[src/rtl/diff_io_halfduplex_ctrl.sv]
// Half-duplex sequencer for one IOBUFDS-style differential pad: drives a word MSB first,
// turns the line around, optionally captures a reply, then parks the buffer tristated.
module diff_io_halfduplex_ctrl #(
  parameter int WIDTH       = 8,
  parameter int BIT_CYCLES  = 4,
  parameter int TURN_CYCLES = 2
) (
  input  logic             clk,
  input  logic             rst,
  input  logic             tx_valid,
  output logic             tx_ready,
  input  logic [WIDTH-1:0] tx_data,
  input  logic             tx_rx_en,
  output logic             rx_valid,
  output logic [WIDTH-1:0] rx_data,
  output logic             busy,
  output logic             pad_i,
  output logic             pad_t,
  input  logic             pad_o
);

  localparam int CMAX = (BIT_CYCLES > TURN_CYCLES) ? BIT_CYCLES : TURN_CYCLES;
  localparam int CW   = $clog2(CMAX);
  localparam int BW   = (WIDTH > 1) ? $clog2(WIDTH) : 1;

  typedef enum logic [2:0] {
    ST_IDLE,
    ST_DRIVE,
    ST_TURN_RX,
    ST_RECV,
    ST_TURN_IDLE
  } state_t;

  state_t           state_q;
  logic [CW-1:0]    cyc_q;
  logic [BW-1:0]    bit_q;
  logic [WIDTH-1:0] tx_sh_q;
  logic [WIDTH-1:0] rx_sh_q;
  logic             rx_en_q;
  logic             pad_s1_q;
  logic             pad_s_q;
  logic             tx_ready_q;
  logic             rx_valid_q;
  logic [WIDTH-1:0] rx_data_q;
  logic             busy_q;
  logic             pad_i_q;
  logic             pad_t_q;

  logic             cyc_bit_end;
  logic             cyc_turn_end;
  logic             bit_end;
  logic             rx_sample;
  logic [WIDTH-1:0] tx_sh_d;
  logic [WIDTH-1:0] rx_sh_d;

  assign tx_ready = tx_ready_q;
  assign rx_valid = rx_valid_q;
  assign rx_data  = rx_data_q;
  assign busy     = busy_q;
  assign pad_i    = pad_i_q;
  assign pad_t    = pad_t_q;

  // pad_o is asynchronous to clk; only the second flop is ever used.
  always_ff @(posedge clk) begin
    if (rst) begin
      pad_s1_q <= 1'b0;
      pad_s_q  <= 1'b0;
    end else begin
      pad_s1_q <= pad_o;
      pad_s_q  <= pad_s1_q;
    end
  end

  always_comb begin
    cyc_bit_end  = (cyc_q == CW'(BIT_CYCLES - 1));
    cyc_turn_end = (cyc_q == CW'(TURN_CYCLES - 1));
    bit_end      = (bit_q == BW'(WIDTH - 1));
    rx_sample    = (cyc_q == CW'(BIT_CYCLES / 2));
    tx_sh_d      = tx_sh_q << 1;
    // With BIT_CYCLES=2 the sample point is also the last cycle of the bit,
    // so the final capture must read the shifted-in value, not rx_sh_q.
    rx_sh_d      = rx_sample ? ((rx_sh_q << 1) | WIDTH'(pad_s_q)) : rx_sh_q;
  end

  always_ff @(posedge clk) begin
    if (rst) begin
      state_q    <= ST_IDLE;
      cyc_q      <= '0;
      bit_q      <= '0;
      tx_sh_q    <= '0;
      rx_sh_q    <= '0;
      rx_en_q    <= 1'b0;
      tx_ready_q <= 1'b1;
      rx_valid_q <= 1'b0;
      rx_data_q  <= '0;
      busy_q     <= 1'b0;
      pad_i_q    <= 1'b0;
      pad_t_q    <= 1'b1;
    end else begin
      rx_valid_q <= 1'b0;
      unique case (state_q)
        ST_IDLE: begin
          if (tx_valid) begin
            state_q    <= ST_DRIVE;
            cyc_q      <= '0;
            bit_q      <= '0;
            tx_sh_q    <= tx_data;
            rx_en_q    <= tx_rx_en;
            tx_ready_q <= 1'b0;
            busy_q     <= 1'b1;
            pad_t_q    <= 1'b0;
            pad_i_q    <= tx_data[WIDTH-1];
          end
        end

        ST_DRIVE: begin
          if (!cyc_bit_end) begin
            cyc_q <= cyc_q + 1'b1;
          end else if (!bit_end) begin
            cyc_q   <= '0;
            bit_q   <= bit_q + 1'b1;
            tx_sh_q <= tx_sh_d;
            pad_i_q <= tx_sh_d[WIDTH-1];
          end else begin
            cyc_q   <= '0;
            bit_q   <= '0;
            pad_t_q <= 1'b1;
            pad_i_q <= 1'b0;
            state_q <= rx_en_q ? ST_TURN_RX : ST_TURN_IDLE;
          end
        end

        ST_TURN_RX: begin
          if (!cyc_turn_end) begin
            cyc_q <= cyc_q + 1'b1;
          end else begin
            cyc_q   <= '0;
            bit_q   <= '0;
            rx_sh_q <= '0;
            state_q <= ST_RECV;
          end
        end

        ST_RECV: begin
          rx_sh_q <= rx_sh_d;
          if (!cyc_bit_end) begin
            cyc_q <= cyc_q + 1'b1;
          end else if (!bit_end) begin
            cyc_q <= '0;
            bit_q <= bit_q + 1'b1;
          end else begin
            cyc_q      <= '0;
            bit_q      <= '0;
            rx_data_q  <= rx_sh_d;
            rx_valid_q <= 1'b1;
            state_q    <= ST_TURN_IDLE;
          end
        end

        ST_TURN_IDLE: begin
          if (!cyc_turn_end) begin
            cyc_q <= cyc_q + 1'b1;
          end else begin
            cyc_q      <= '0;
            tx_ready_q <= 1'b1;
            busy_q     <= 1'b0;
            state_q    <= ST_IDLE;
          end
        end

        default: begin
          state_q    <= ST_IDLE;
          tx_ready_q <= 1'b1;
          busy_q     <= 1'b0;
          pad_t_q    <= 1'b1;
          pad_i_q    <= 1'b0;
        end
      endcase
    end
  end

endmodule

[config.mk]
export PLATFORM = sky130hd
export DESIGN_NAME = diff_io_halfduplex_ctrl
export DESIGN_NICKNAME = d
export VERILOG_FILES = /design/src/rtl/diff_io_halfduplex_ctrl.sv
export SDC_FILE = /design/constraint.sdc
export NUM_CORES = 1
export LEC_CHECK = 0
export CAP_MARGIN = 0
export CORE_ASPECT_RATIO = 0.5
export CORE_MARGIN = 8
export CORE_UTILIZATION = 58
export CTS_BUF_LIST = sky130_fd_sc_hd__clkbuf_8 sky130_fd_sc_hd__clkbuf_16
export CTS_CLUSTER_SIZE = 30
export DETAILED_ROUTE_END_ITERATION = 8
export PLACE_DENSITY = 0.93
export RECOVER_POWER = 100
export SLEW_MARGIN = 10
export SYNTH_ARGS = -nofsm -noshare
export SYNTH_HDL_FRONTEND = slang
export SYNTH_SLANG_ARGS = --single-unit
[constraint.sdc]
create_clock -name clk -period 2.7 [get_ports clk]
set_clock_uncertainty 0.1 [all_clocks]
set_input_delay 0.54 -clock clk [delete_from_list [all_inputs] [get_ports clk]]
set_output_delay 0.54 -clock clk [all_outputs]
set_load 0.05 [all_outputs]
==> results by group <==
Cells and area
  – Cell area after layout: 2280 µm²
  – Nets: 241
  – Layout area overhead: 16.7%
  – N_diodes: 0
  – Fin cells: 265
  – Fillcell total: between 200 and 300
  – Share of cells above drive strength 1: 7.62%

Yosys
  – Mapped cell area: 1950 µm²
  – Post-synth top area cell: dfxtp_1
  – Post-synth top area share: about 40%
  – Cells after Synth: 203
  – Asr flop ratio synth: 0%
  – Register area share after synthesis: 40.0%
  – Post-synth top cells: 39 x dfxtp_1, 21 x mux2i_1, 20 x a211oi_1
  – EDFF count, synth: 0
  – Yosys warning total: 0
  – Synth Flop Type: dfxtp_1
  – Yosys reg bits: 39
  – Count leader, synth: dfxtp_1
  – Number of distinct library cells after synthesis: 43
  – Area contributors post-synth: dfxtp_1 40%, mux2i_1 11%, a211oi_1 7.7%, a21oi_1 4.9%, ha_1 3.8%
  – Syn Area/Cell: between 9 and 10 µm²
  – Net Count, Synth: 222

GRT
  – Largest net degree at the start of global routing: 25
  – Number of global-route vias before repair: around 1.5k
  – Initial antenna violation count: 0
  – All-Layer GR Usage: 16.4%
  – First-pass GRT wire length: 7410 µm
  – Gr ovfl total: 0

Placed design
  – Inst Count DP: 257
  – Final GP Congestion: between 0.8 and 0.9
  – IO buf count: 25
  – Placed Area: 2200 µm²
  – Hpwl dp: just over 3000 µm

Clocking
  – Clock Latency Late Sink: 0.30 ns
  – Cts-stage hold buffer count: 0
  – Post-CTS Resized: 0
  – CTS tree: built
  – Clk sinks: 39
  – # H-tree levels: 2
  – Postcts setup bufs: 0
  – Max clock buf depth: 2
  – CTS Buf Count: 5
  – Clock transition at path regs: 0.08 ns
  – CTS root buffer: clkbuf_8

STA
  – Fin. Hold Viols: 0
  – Final TNS setup: 0 ns
  – Unrepaired setup endpoints after global routing: no
  – Worst Max-Slew Pin Slew: just under 0.9 ns
  – Post-layout min period: 2.29 ns
  – Slew HR: 40.6%
  – Fmax achieved: roughly 440 MHz
  – Fin. max-slew vios: 0
  – Tcrit/Tclk final: 84.7%
  – Endpoints failing setup: 0

Critical path
  – Critical-path top delay cell: dlygate4sd3_1
  – R2r setup slk: about 0.45 ns
  – Critical path peak fanout: 9
  – RR Endpoint: tx_sh_q[3]
  – CP startpoint kind: input pin
  – Data arrival, critical path: ~2.4 ns
  – Max incr delay on CP: 0.62 ns
  – CP Class: input pin to flip-flop
  – Worst reg2reg path depth: 5
  – Worst Path Required: 2.79 ns
  – Crit end category: flip-flop
  – Reg2Reg Launch Point: bit_q[0]
  – CP cell instances: dlygate4sd3_1 > nor4b_1 > clkbuf_1 > a21oi_1 > or2_2

Hold path
  – Min-delay src: pad_s1_q
  – Hold path depth: 1
  – Worst hold path type: flip-flop to flip-flop
  – Hold Crit Endpoint: pad_s_q

Power and ir drop
  – Pwr/cell area: 554 nW/µm²
  – Cell leakage power: between 0.8 and 0.9 nW
  – Peak VDD IR: 0.000300 V

Route
  – DRT antenna net count: 0
  – Routed vias: 1620
  – Drt via density: a little over 6
  – Final wirelength: 4500 µm
  – DR pass1 iterations: 4
  – 1st-iter DRT viols: ~190
  – DR DRC count: 0
  – Routed WL per cell: 17.0 µm

Floorplanning
  – IO Pins: 26
  – Initial core utilization: between 50% and 60%
  – Die height: 57.0 µm
  – Site row count: 15
  – Die X: 98.0 µm
  – Die area: 5590 µm²
  – Core box area: ~3300 µm²

Job
  – Max Cap Viol: 0

Outcome
  – Status: finished, final reports clean
==> report_power, final <==
part / switching, mW / internal [mW] / total (mW)
logic: 0.0828 / 0.0699 / 0.153
clock network: 0.218 / 0.275 / 0.493
registers: 0.0194 / 0.596 / 0.615
==> cells in the final DEF, fill, tap and decap left out, drive strengths merged, types with 2 or more instances in the layout <==
cell type       n
a211oi         21
a21oi          19
a311oi          4
and2            2
and3            2
and4b           2
buf             2
clkbuf          7
clkdlybuf4s50  10
clkinv          2
dfxtp          39
dlygate4sd3    15
ha              6
inv             6
mux2i          21
nand2           9
nand2b          9
nand3b          5
nor2            3
nor2b           5
nor3b           2
nor4b           2
o21a            2
o21ai          10
or2             2
or3b            2
or4             2
==> worst max-delay path by stage <==
stage                  start         end  slack, ns  depth (start not counted)
floorplan           cyc_q[0]    cyc_q[1]       0.96                          6
global placement         rst  state_q[0]       0.63                          3
CTS                    pad_t       pad_t       0.57                          1
detailed placement  tx_valid    tx_ready       0.58                          5
finish              tx_valid    tx_ready       0.41                          5
global route        bit_q[0]  tx_sh_q[6]       0.32                          5
==> routing by layer <==
layer  GRT usage [%]  share of wire (%)  vias up
met3            6.67                 11        9
met5               0                  0        -
li1                -                  -      790
met2            21.0                 39       63
met1            23.4                 49      758
met4            6.36                1.1        0
==> metrics by stage <==
step / setup slack, ns / hold WS [ns] / util, % / power [mW]
after global routing: 0.317 / 0.366 / 68.5 / 1.30
after global placement: 0.630 / 0.332 / 66.2 / 0.782
after CTS: 0.568 / 0.340 / 69.6 / 1.27
after floorplan: 0.961 / 0.314 / - / 0.732
final: 0.412 / 0.339 / 68.5 / 1.26
after detailed placement: 0.584 / 0.322 / 66.2 / 0.785
==> flip-flops by register name, indices dropped and copies added, names as in the netlist, 2 cells and up <==
| name | count |
|---|---|
| bit_q | 3 |
| cyc_q | 2 |
| rx_data | 8 |
| rx_sh_q | 8 |
| state_q | 3 |
| tx_sh_q | 7 |
==> final cells by class <==
cell class / instances / area, µm² / share of cell area, %
Clock buffer: 5 / 68.8 / 3.02
Clock inverter: 3 / 43.8 / 1.92
Inverter: 6 / 22.5 / 0.989
Multi-Input combinational cell: 141 / 1040 / 45.5
Sequential cell: 39 / 781 / 34.3
Tap cell: 42 / 52.6 / 2.31
Timing Repair Buffer: 29 / 273 / 12.0
==> cell families (layout without fill, tap and decap cells) <==
family / count (synthesis) / after routing / synth area share, %
compound gates: 62 / 62 / 21.6
fa+ha+maj: 6 / 6 / 3.85
buf+inv: 23 / 43 / 5.52
flops: 39 / 39 / 40.0
mux: 22 / 22 / 11.4
simple gates: 51 / 51 / 17.6
==> critical path: cells and delay by family <==
kind,cells,cell delay (ns)
buffers and inverters,2,1.03
AND/OR/NAND/NOR,2,0.72
AO/OA/AOI/OAI,1,0.08
Note: power is estimated with default switching activity, not from simulation.
